### src/rtl/alu_serial_pkg.sv
// ----------------------------------------------------------------------------
// alu_serial_pkg: operation and FSM state encodings shared by the serial ALU.
// Rev 1.0
// ----------------------------------------------------------------------------
`timescale 1ns/1ps
`default_nettype none

package alu_serial_pkg;

    typedef enum logic [1:0] {
        OP_ADD = 2'd0,
        OP_AND = 2'd1,
        OP_OR  = 2'd2,
        OP_XOR = 2'd3
    } alu_op_e;

    typedef enum logic [1:0] {
        IDLE = 2'd0,
        RUN  = 2'd1,
        DONE = 2'd2
    } alu_state_e;

endpackage

`default_nettype wire

### src/rtl/alu_slice.sv
// ----------------------------------------------------------------------------
// alu_slice: combinational SLICE-bit ripple ALU slice with carry inhibit.
// Rev 1.0
// ----------------------------------------------------------------------------
`timescale 1ns/1ps
`default_nettype none

module alu_slice
    import alu_serial_pkg::*;
#(
    parameter int SLICE = 4
) (
    input  logic [SLICE-1:0] x,
    input  logic [SLICE-1:0] y,
    input  logic             carry_in,
    input  logic             ic,
    input  alu_op_e          op,
    output logic [SLICE-1:0] res,
    output logic             carry_out,
    output logic             carry_msb
);

    always_comb begin : comb_slice
        logic c;
        logic cout_bit;
        res       = '0;
        carry_out = 1'b0;
        carry_msb = 1'b0;
        c         = ic ? 1'b0 : carry_in;
        for (int i = 0; i < SLICE; i++) begin
            cout_bit = (x[i] & y[i]) | ((x[i] ^ y[i]) & c);
            case (op)
                OP_ADD:  res[i] = x[i] ^ y[i] ^ c;
                OP_AND:  res[i] = x[i] & y[i];
                OP_OR:   res[i] = x[i] | y[i];
                default: res[i] = x[i] ^ y[i];
            endcase
            if (i == SLICE - 1) begin
                carry_msb = c;
                carry_out = cout_bit;
            end
            // Inhibit only gates the carry into the next bit, not the MSB carry out.
            c = ic ? 1'b0 : cout_bit;
        end
    end

endmodule

`default_nettype wire

### src/rtl/alu_serial.sv
// ----------------------------------------------------------------------------
// alu_serial: slice-serial ALU with valid/ready handshakes on both sides.
// Optional zf/nf/vf flag outputs when ALU_SERIAL_FLAGS_EN is defined. Rev 1.0
// ----------------------------------------------------------------------------
`timescale 1ns/1ps
`default_nettype none

module alu_serial
    import alu_serial_pkg::*;
#(
    parameter int WIDTH = 16,
    parameter int SLICE = 4
) (
    input  logic             clk,
    input  logic             rst_n,
    input  logic             in_valid,
    output logic             in_ready,
    input  logic [WIDTH-1:0] a,
    input  logic [WIDTH-1:0] b,
    input  alu_op_e          op,
    input  logic             ci,
    input  logic             nb,
    input  logic             ic,
    input  logic             zb,
    output logic             out_valid,
    input  logic             out_ready,
    output logic [WIDTH-1:0] out,
    output logic             co
`ifdef ALU_SERIAL_FLAGS_EN
    ,
    output logic             zf,
    output logic             nf,
    output logic             vf
`endif
);

    localparam int NSLICE = WIDTH / SLICE;
    localparam int CW     = (NSLICE > 1) ? $clog2(NSLICE) : 1;
    localparam logic [CW-1:0] LAST_SLICE = CW'(NSLICE - 1);

    generate
        if ((SLICE < 1) || (WIDTH % SLICE != 0)) begin : g_bad_slice
            $error("alu_serial: WIDTH must be a non-zero multiple of SLICE");
        end
    endgenerate

    alu_state_e       state, state_nxt;
    logic             accept;
    logic [WIDTH-1:0] x_q, y_q, res_q, res_nxt;
    alu_op_e          op_q;
    logic             ci_q, ic_q, carry_q, co_q;
    logic [CW-1:0]    cnt;
    logic [SLICE-1:0] xs, ys, rs;
    logic             s_cin, s_cout;
`ifdef ALU_SERIAL_FLAGS_EN
    logic             s_cmsb;
    logic             zf_q, nf_q, vf_q;
`else
    logic             s_cmsb_unused;
`endif

    always_ff @(posedge clk or negedge rst_n) begin
        if (!rst_n) state <= IDLE;
        else        state <= state_nxt;
    end

    always_comb begin
        state_nxt = state;
        in_ready  = 1'b0;
        out_valid = 1'b0;
        case (state)
            IDLE: begin
                in_ready = 1'b1;
                if (in_valid) state_nxt = RUN;
            end
            RUN: begin
                if (cnt == LAST_SLICE) state_nxt = DONE;
            end
            DONE: begin
                out_valid = 1'b1;
                if (out_ready) begin
                    in_ready  = 1'b1;
                    state_nxt = in_valid ? RUN : IDLE;
                end
            end
            default: state_nxt = IDLE;
        endcase
    end

    assign accept = in_valid & in_ready;
    assign xs     = x_q[int'(cnt)*SLICE +: SLICE];
    assign ys     = y_q[int'(cnt)*SLICE +: SLICE];
    assign s_cin  = (cnt == '0) ? ci_q : carry_q;

    alu_slice #(.SLICE(SLICE)) u_slice (
        .x         (xs),
        .y         (ys),
        .carry_in  (s_cin),
        .ic        (ic_q),
        .op        (op_q),
        .res       (rs),
        .carry_out (s_cout),
`ifdef ALU_SERIAL_FLAGS_EN
        .carry_msb (s_cmsb)
`else
        .carry_msb (s_cmsb_unused)
`endif
    );

    always_comb begin
        res_nxt = res_q;
        res_nxt[int'(cnt)*SLICE +: SLICE] = rs;
    end

    always_ff @(posedge clk or negedge rst_n) begin
        if (!rst_n) begin
            x_q     <= '0;
            y_q     <= '0;
            op_q    <= OP_ADD;
            ci_q    <= 1'b0;
            ic_q    <= 1'b0;
            cnt     <= '0;
            carry_q <= 1'b0;
            res_q   <= '0;
            co_q    <= 1'b0;
`ifdef ALU_SERIAL_FLAGS_EN
            zf_q    <= 1'b0;
            nf_q    <= 1'b0;
            vf_q    <= 1'b0;
`endif
        end else if (accept) begin
            // Operand b is conditioned once at acceptance; slices then see y directly.
            x_q     <= a;
            y_q     <= (b & ~{WIDTH{zb}}) ^ {WIDTH{nb}};
            op_q    <= op;
            ci_q    <= ci;
            ic_q    <= ic;
            cnt     <= '0;
            carry_q <= 1'b0;
        end else if (state == RUN) begin
            res_q   <= res_nxt;
            carry_q <= s_cout;
            cnt     <= cnt + 1'b1;
            if (cnt == LAST_SLICE) begin
                co_q <= (op_q == OP_ADD) & s_cout;
`ifdef ALU_SERIAL_FLAGS_EN
                zf_q <= (res_nxt == '0);
                nf_q <= res_nxt[WIDTH-1];
                vf_q <= (op_q == OP_ADD) & (s_cmsb ^ s_cout);
`endif
            end
        end
    end

    assign out = res_q;
    assign co  = co_q;
`ifdef ALU_SERIAL_FLAGS_EN
    assign zf  = zf_q;
    assign nf  = nf_q;
    assign vf  = vf_q;
`endif

endmodule

`default_nettype wire

### config.mk
export PLATFORM = sky130hd
export DESIGN_NAME = alu_serial
export DESIGN_NICKNAME = d
export VERILOG_FILES = /design/src/rtl/alu_serial_pkg.sv /design/src/rtl/alu_slice.sv /design/src/rtl/alu_serial.sv
export SDC_FILE = /design/constraint.sdc
export NUM_CORES = 1
export LEC_CHECK = 0
export ABC_AREA = 1
export CORE_ASPECT_RATIO = 1.5
export CORE_UTILIZATION = 45
export DETAILED_ROUTE_END_ITERATION = 10
export PLACE_DENSITY = 0.71
export SLEW_MARGIN = 10
export SYNTH_ARGS = -nofsm -noshare
export SYNTH_HDL_FRONTEND = slang
export SYNTH_SLANG_ARGS = --single-unit
### constraint.sdc
create_clock -name clk -period 7.7 [get_ports clk]
set_input_delay 1.54 -clock clk [delete_from_list [all_inputs] [get_ports clk]]
set_output_delay 1.54 -clock clk [all_outputs]
set_load 0.01 [all_outputs]
-- Yosys cells after proc, flatten, opt, wreduce, memory -nomap -nowiden
Index checks and enable logic that the tools add are counted.
- $add $sub $neg: 2
- equality and inequality tests: 8
- shift operators: 4
- mux-type cells: 22
- bitwise logic cells: 30
- reduce and logical (&&, ||, !) cells: 7
- operators by type and width (cell ; count):
    $neg 4->33 ; 1
    $shift 4x33->16 const A ; 1
    $shiftx 4x33->16 ; 1
    $shiftx 16x5->4 ; 2
    $and 16x16->16 ; 1
    $bwmux 16 ; 1
    $not 16->16 ; 1
    $xor 16x16->16 ; 1
    $pmux 1 s3 ; 4
    $and 1x1->1 ; 10
    $mux 1 ; 10
    $mux 2 ; 5
    $or 1x1->1 ; 8
    $xor 1x1->1 ; 8
    $eq 2x2->1 const B ; 3
    $logic_not 2->1 ; 3
    $pmux 2 s3 ; 1
    $reduce_and 3->1 ; 2
    $eq 2x1->1 const B ; 2
    $ne 2x2->1 const B ; 2
    $add 2x1->2 const B ; 1
    $ne 2x1->1 const B ; 1
    $pmux 1 s2 ; 1
    $reduce_and 2->1 ; 1
    other kinds (2) ; 2
- flip-flop bits (word level): 58
- bits of input ports: 42
- output and inout bits: 19
- logic and storage cells: 83

-- Longest topological paths before layout
Gate-level depths: netlist of the first run.
- depth after elaboration: 16
- gate-level depth with buffers: 21
- mapped depth without buffers: 19

-- Modules after synthesis
From an unflattened synthesis of the first run, not the netlist that was laid out.
- cell total of the unflattened synthesis: 477
- area, all modules: 3479.6 µm²
- modules (own cells, without submodules) (module ; instances ; cells each ; area each (µm²) ; sequential area each (µm²)):
    alu_serial ; 1 ; 422 ; 3069.2 ; 1451.4
    alu_slice ; 1 ; 55 ; 410.4 ; 0.0

-- Worst setup path before layout of the first run
OpenSTA, ideal clock, no wires.
- path kind: reg2reg
- start: register cnt[1]
- end: register res_q[11], in the netlist out[11]
- setup time: 124 ps
- data arrival time: 3705 ps
- data required time: 7576 ps
- slack: 3871 ps
- cell stages (with the launch flop): 21
- buffers on the path: 2
- period minus slack after synthesis: 3829 ps
- cells stage by stage: dfrtp_1 clkinv_1 buf_2 ha_1 inv_1 clkbuf_1 o21ai_0 fa_1 or2_2 fa_1 nor2_1 fa_1 inv_1 nor2_1 fa_1 nand2_1 nand2_1 nor2_1 nor2_4 nand2_1 o21ai_1
- cells in the longest elaborated chain, start to end: 16
- elaborated cells between the ends (all ways): 38
- those cells by class: 1 x add/sub; 4 x shift; 10 x mux; 22 x bitwise; 1 x reduce/logical
- RTL lines (element ; RTL line ; source):
    start, declared ; alu_serial.sv:52 ; logic [CW-1:0] cnt;
    start signal, assigned ; alu_serial.sv:143 ; cnt <= cnt + 1'b1;
    parallel branches: the longest is 15 deep, another holds $shiftx 16x5->4 ; -- ;
    $bwmux 16 (*) ; alu_serial.sv:112 ; res_nxt[int'(cnt)*SLICE +: SLICE] = rs;
    end signal, assigned ; alu_serial.sv:141 ; res_q <= res_nxt;
    end, declared ; alu_serial.sv:49 ; logic [WIDTH-1:0] x_q, y_q, res_q, res_nxt;
Every way passes the cells marked *.
A chain may end at the register's enable or synchronous reset.

-- Final worst setup path of the first run
- start: register cnt[0]
- end: register res_q[15], in the netlist out[15]
Same word-level chain as after synthesis.

==> impl_metrics.toml, run 1 <==
[drt]
via_count = 2637
ant_nets = 0
via_per_inst = 4.99
wl_per_cell_um = 12.5
drc = 2
drtPass1Iterations = 7
drt_wl_total_mm = 6.60
drt_iter0_drc = 156

[logic_synthesis]
syn_avg_cell_area_um2 = 8.12
synthMuxAreaShare_pct = 0
synth_warnings = 0
yosys_register_bits = 58
synth_compound_area_share_pct = 10.7
synth_top_family_by_area = "simple AND/OR/NAND/NOR gates"
synth.area.top_cells = "dfrtp_1, nand2_1, ha_1"
synth_cells = 392
synth_largest_area_cell = "dfrtp_1"
ys_types = 29
syn_nets = 452
syn_area_mm2 = 0.00318
synthXorXnorAreaFrac_pct = 4.40
synth_top_area_share_pct = 45.6
synth-seq-area-share_pct = 45.6
synth_fa_ha_area_share_pct = 8.02
synth-simple-area-share_pct = 25.0

[sta]
fin_ws_ns = 3.07
fin_skew_ns = 0.00957
rsz0062_at_grt = "false"
hold_violations = 0
fin_crit_ns = 4.63
slew_violations = 0
slew_headroom_pct = 39.4
period_share_pct = 60.1
setup_viol = 0
tns_ns = 0
worstMarginPinSlew_ns = 0.908
fmax_ghz = 0.216

[worst_setup_path]
cp-start-kind = "flip-flop"
critPathTopFamily = "adder cells"
setup.worst_path.class = "reg2reg"
slowest_delay_ns = 0.94
crit_chain = "inv_2 > ha_1 > inv_1 > o21ai_0 > fa_1 > or2_2 > fa_1 > nor2_1 > fa_1 > inv_1 > nor2_1 > fa_1 > nand2_1 > nand2_1 > nor2_1 > nor2_4 > nand4_1 > nand2_1"
worstPathArrival_ns = 4.84
worst-path-stages = 18
cp_slowest_cell = "dfrtp_1"
cpMostUsedCell = "fa_1"
crit_buf_inv = 3
crit_path_end_kind = "flip-flop"
crit_path_max_fanout = 29
critical_path_required_ns = 7.91
ff2ff_path_depth = 18

[outcome]
violations = "design-rule violations"
outcome = "complete, but fails checks"

[clock_network]
cts_buffer_depth = 2
numCtsBuffers = 9
cts_root_buffer = "clkbuf_8"
insertion_delay_ns = 0.34
post_cts_buffers = 0
htree_levels = 3
clk_pin_slew_ns = 0.06
cts_hold_buf = 0
clkSinkCount = 58
cts_tree = "yes"
cts_resized = 0

[placement]
gp_congestion = 0.837
post-place-ws_ns = 3.17
dp.cells = 513
portBuffers = 60
hpwl_mm = 4.93

[finish]
mostFrequentLayoutCells = "nand2_1, clkdlybuf4s50_1, dfrtp_1, inv_1, o21ai_0"
fin_cells = 528
fillers = 644
final_util_pct = 58.1
diodes = 0
layout_commonest_cell = "nand2_1"
layout.nets = 506
areaGrowthSynthToFinish_pct = 25.1
layout-drive-gt1-share_pct = 7.33

[power_and_ir_drop]
p_sw_mw = 0.729
comb_power_share_pct = 50.4
p_clk_share_pct = 16.3
p_int_mw = 0.906
p_seq_share_pct = 33.3
p_sw_share_pct = 44.6
powerDensity_mw_per_mm2 = 411
p_leak_nw = 1.96
peakVddDrop_mv = 0.155
power_mw = 1.63

[die]
core-area_mm2 = 0.00685
start_util_pct = 46.5
fp.dieH_um = 105
io_pins = 61
die_area_mm2 = 0.00742
rows = 37
die_w_um = 70.7

[min_path]
min_path_type = "reg2reg"
hold_depth = 2

[job]
maxCapViolations = 0

[global_route]
grt_pass1_wl_mm = 11.0
antenna_found_initial = 0
gr-total-overflow = 0
grt_max_degree = 59
grt_pass1_vias = 2497
grtUsageTotal_pct = 19.1
-- final cells by class --
type / count / area, um2 / area share, %
multi-input combinational: 286 / 1530 / 38.5
sequential: 58 / 1450 / 36.4
inverter: 30 / 113 / 2.83
tap: 78 / 97.6 / 2.45
timing repair buffer: 61 / 603 / 15.1
clock inverter: 3 / 40.0 / 1.01
clock buffer: 12 / 145 / 3.64
-- power groups by stage --
| stage | combinational (mW) | clock [mW] | sequential, mW |
|---|---|---|---|
| after floorplan | 0.622 | 0 | 0.510 |
| after global placement | 0.800 | 0 | 0.546 |
| after detailed placement | 0.826 | 0 | 0.549 |
| after CTS | 0.830 | 0.271 | 0.544 |
| after global routing | 0.949 | 0.288 | 0.557 |
| final | 0.823 | 0.266 | 0.545 |
-- flip-flops by register name (all words and copies together), names as in the netlist, 2 cells and up --
signal / cells
x_q: 16
out: 16
op_q: 2
y_q: 16
state: 2
cnt: 2
-- synthesized netlist by cell type (all sizes together) --
master	n
a21boi	1
a21oi	10
a32oi	8
buf	15
clkbuf	3
clkinv	1
dfrtp	58
fa	4
ha	14
inv	29
nand2	157
nand3	6
nand4	8
nor2	20
nor3	1
nor3b	1
o21ai	39
or2	1
xor2	16
-- path summary, 6_finish.rpt --
check	startpoint	endpoint	slack, ns
worst max-delay path	cnt[0]	out[15]	3.07
worst min-delay path	out[6]	out[6]	0.47
worst max register to register	cnt[0]	out[15]	3.07
worst min register to register	out[6]	out[6]	0.47
max in group asynchronous	rst_n	x_q[11]	5.90
min in group asynchronous	rst_n	x_q[3]	1.34
-- routing by layer --
metal | wire length, um | vias up | global-route usage, %
li1 | - | 1355 | -
met1 | 2680 | 1200 | 20.8
met2 | 3520 | 67 | 34.1
met3 | 221 | 15 | 4.92
met4 | 180 | 0 | 9.14
met5 | 0 | - | 0
-- per-stage QoR --
step	area, um2	hold slack [ns]
after floorplan	3180	0.444
after global placement	3800	0.464
after detailed placement	3800	0.466
after CTS	3980	0.482
after global routing	3980	0.496
final	3980	0.475
-- worst min-delay path: cells and delay by family (launching register included) --
family,cells,cell delay (ns)
flops,1,0.34
simple gates,2,0.10
-- kinds of logic after synthesis --
group / after synthesis
and+or+nand+nor: 194
AOI/OAI and AO/OA: 58
DFF: 58
buffers and inverters: 48
adders and majority gates: 18
xor gates and xnor gates: 16
No activity file was read; power rests on OpenSTA's default activity.
==> inputs of run 2 (changes only) <==
--- a/config.mk
+++ b/config.mk
@@ -9,7 +9,7 @@
 export CORE_ASPECT_RATIO = 1.5
 export CORE_UTILIZATION = 45
 export DETAILED_ROUTE_END_ITERATION = 10
-export PLACE_DENSITY = 0.71
+export PLACE_DENSITY = 0.73
 export SLEW_MARGIN = 10
 export SYNTH_ARGS = -nofsm -noshare
 export SYNTH_HDL_FRONTEND = slang
==> constraint.sdc (replaced) <==
create_clock -name clk -period 3.8 [get_ports clk]
set_input_delay 0.76 -clock clk [delete_from_list [all_inputs] [get_ports clk]]
set_output_delay 0.76 -clock clk [all_outputs]
set_load 0.01 [all_outputs]
==> impl_metrics.toml, run 2 (synthesis results as in run 1) <==
[worst_setup_path]
crit_chain = "inv_2 > buf_4 > a21oi_1 > a32oi_1 > inv_1 > fa_1 > or2_2 > fa_1 > nor2_2 > fa_1 > inv_1 > nor2_1 > fa_1 > nand2_1 > nand2_1 > nor2_2 > nor2_4 > nand4_1 > nand2_1"
critical_path_required_ns = 4.01
crit_path_end_kind = "flip-flop"
crit_path_max_fanout = 9
slowest_delay_ns = 0.43
setup.worst_path.class = "reg2reg"
cpMostUsedCell = "fa_1"
cp-start-kind = "flip-flop"
worstPathArrival_ns = 3.76
cp_slowest_cell = "dfrtp_1"

[finish]
layout-drive-gt1-share_pct = 10.7
fin_cells = 538
mostFrequentLayoutCells = "nand2_1, clkdlybuf4s50_1, dfrtp_1, inv_1, o21ai_0"
final_util_pct = 59.8
fillers = 644
diodes = 0
layout_commonest_cell = "nand2_1"
multiInputGateArea_mm2 = 0.00155
area.sequential_mm2 = 0.00145
areaGrowthSynthToFinish_pct = 28.6
stdcell_area_mm2 = 0.00409
layout.nets = 517

[global_route]
grt_max_degree = 53
grtUsageTotal_pct = 19.9
gr-total-overflow = 0
grt_pass1_wl_mm = 11.4
antenna_found_initial = 0
grt_pass1_vias = 2542

[placement]
portBuffers = 60
dp.cells = 520
gp_congestion = 0.881
hpwl_mm = 5.28
place_area_mm2 = 0.00385

[power_and_ir_drop]
powerDensity_mw_per_mm2 = 845
comb_power_share_pct = 53.2
peakVddDrop_mv = 0.321
p_int_mw = 1.94
p_clk_share_pct = 15.8
p_leak_nw = 2.02
p_seq_share_pct = 31.0
p_sw_mw = 1.51
p_sw_share_pct = 43.8

[clock_network]
cts_root_buffer = "clkbuf_8"
clk_pin_slew_ns = 0.06
cts_buffer_depth = 2
numCtsBuffers = 9
htree_levels = 3
cts_tree = "yes"
clkSinkCount = 58
cts_hold_buf = 0
insertion_delay_ns = 0.33

[sta]
setup_viol = 0
worstMarginPinSlew_ns = 1.02
fin_skew_ns = 0.00566
period_share_pct = 93.4
hold_violations = 0
slew_headroom_pct = 31.9
holdWs_ns = 0.477
rsz0062_at_grt = "false"
slew_violations = 0
tns_ns = 0
fmax_ghz = 0.282
fin_crit_ns = 3.55

[job]
maxCapViolations = 0

[outcome]
outcome = "complete, but fails checks"
violations = "design-rule violations"

[die]
die_area_mm2 = 0.00742
core-area_mm2 = 0.00685
start_util_pct = 46.5
rows = 37
io_pins = 61
fp.dieH_um = 105
die_w_um = 70.7

[drt]
ant_nets = 0
drt_wl_total_mm = 6.76
drc = 8
wl_per_cell_um = 12.6
via_count = 2711
drt_iter0_drc = 102
drtPass1Iterations = 8
via_per_inst = 5.04

[min_path]
min_path_type = "reg2reg"
==> run 2: layout make-up <==
cell class / instances / area share (%)
well taps: 78 / 2.38
clock buffers: 11 / 3.70
inverters: 30 / 2.81
clock inverters: 3 / 0.978
flip-flops and latches: 58 / 35.5
multi-input cells: 286 / 37.7
repair buffers: 72 / 16.9
==> run 2: per-layer routing <==
metal / global-route usage (%) / share of wire (%) / vias up
met5: 0 / 0 / -
met4: 9.71 / 3.2 / 0
met3: 4.73 / 4.2 / 20
met2: 35.7 / 56 / 77
met1: 21.5 / 37 / 1241
li1: - / - / 1373
==> run 2: timing repair <==
item / CTS / global route
resized for setup: 0 / 7
setup endpoints to repair: 0 / 4
setup buffers: 0 / 4
==> run 2: worst paths after layout <==
path	start	end	slack, ns	cells past startpoint
max in group asynchronous	rst_n	out[14]	2.44	2
worst max register to register	cnt[1]	out[15]	0.25	19
min in group asynchronous	rst_n	out[2]	0.61	1
worst max-delay path	cnt[1]	out[15]	0.25	19
worst min-delay path	out[6]	out[6]	0.48	2
worst min register to register	out[6]	out[6]	0.48	2
==> run 2: per-stage QoR <==
stage | worst slack [ns] | total power [mW]
detailed placement | 0.225 | 2.86
global route | 0.0203 | 3.79
global placement | 0.322 | 2.81
finish | 0.251 | 3.46
floorplan | 0.0886 | 2.30
CTS | 0.207 | 3.41
==> run 2: worst max-delay path: cells and delay by family, from the launching register on <==
| family | cells | cell delay [ns] |
|---|---|---|
| AOI/OAI and AO/OA | 2 | 0.26 |
| adders and majority gates | 4 | 1.35 |
| buffers and inverters | 4 | 0.44 |
| DFF | 1 | 0.43 |
| and+or+nand+nor | 9 | 0.95 |
==> run 2: power groups by stage <==
stage          Sequential, mW  Clock [mW]  Combinational, mW
6_report                 1.07       0.545               1.84
5_1_grt                  1.10       0.587               2.11
4_1_cts                  1.07       0.558               1.79
3_5_place_dp             1.08           0               1.78
3_3_place_gp             1.07           0               1.73
2_1_floorplan            1.03           0               1.26
==> inputs of run 3 (changes only) <==
--- a/config.mk
+++ b/config.mk
@@ -8,6 +8,7 @@
 export ABC_AREA = 1
 export CORE_ASPECT_RATIO = 1.5
 export CORE_UTILIZATION = 45
+export CTS_CLUSTER_SIZE = 20
 export DETAILED_ROUTE_END_ITERATION = 10
 export PLACE_DENSITY = 0.73
 export SLEW_MARGIN = 10
==> results of run 3 <==
The final DEF is identical to that of run 2; final timing and power are the same.
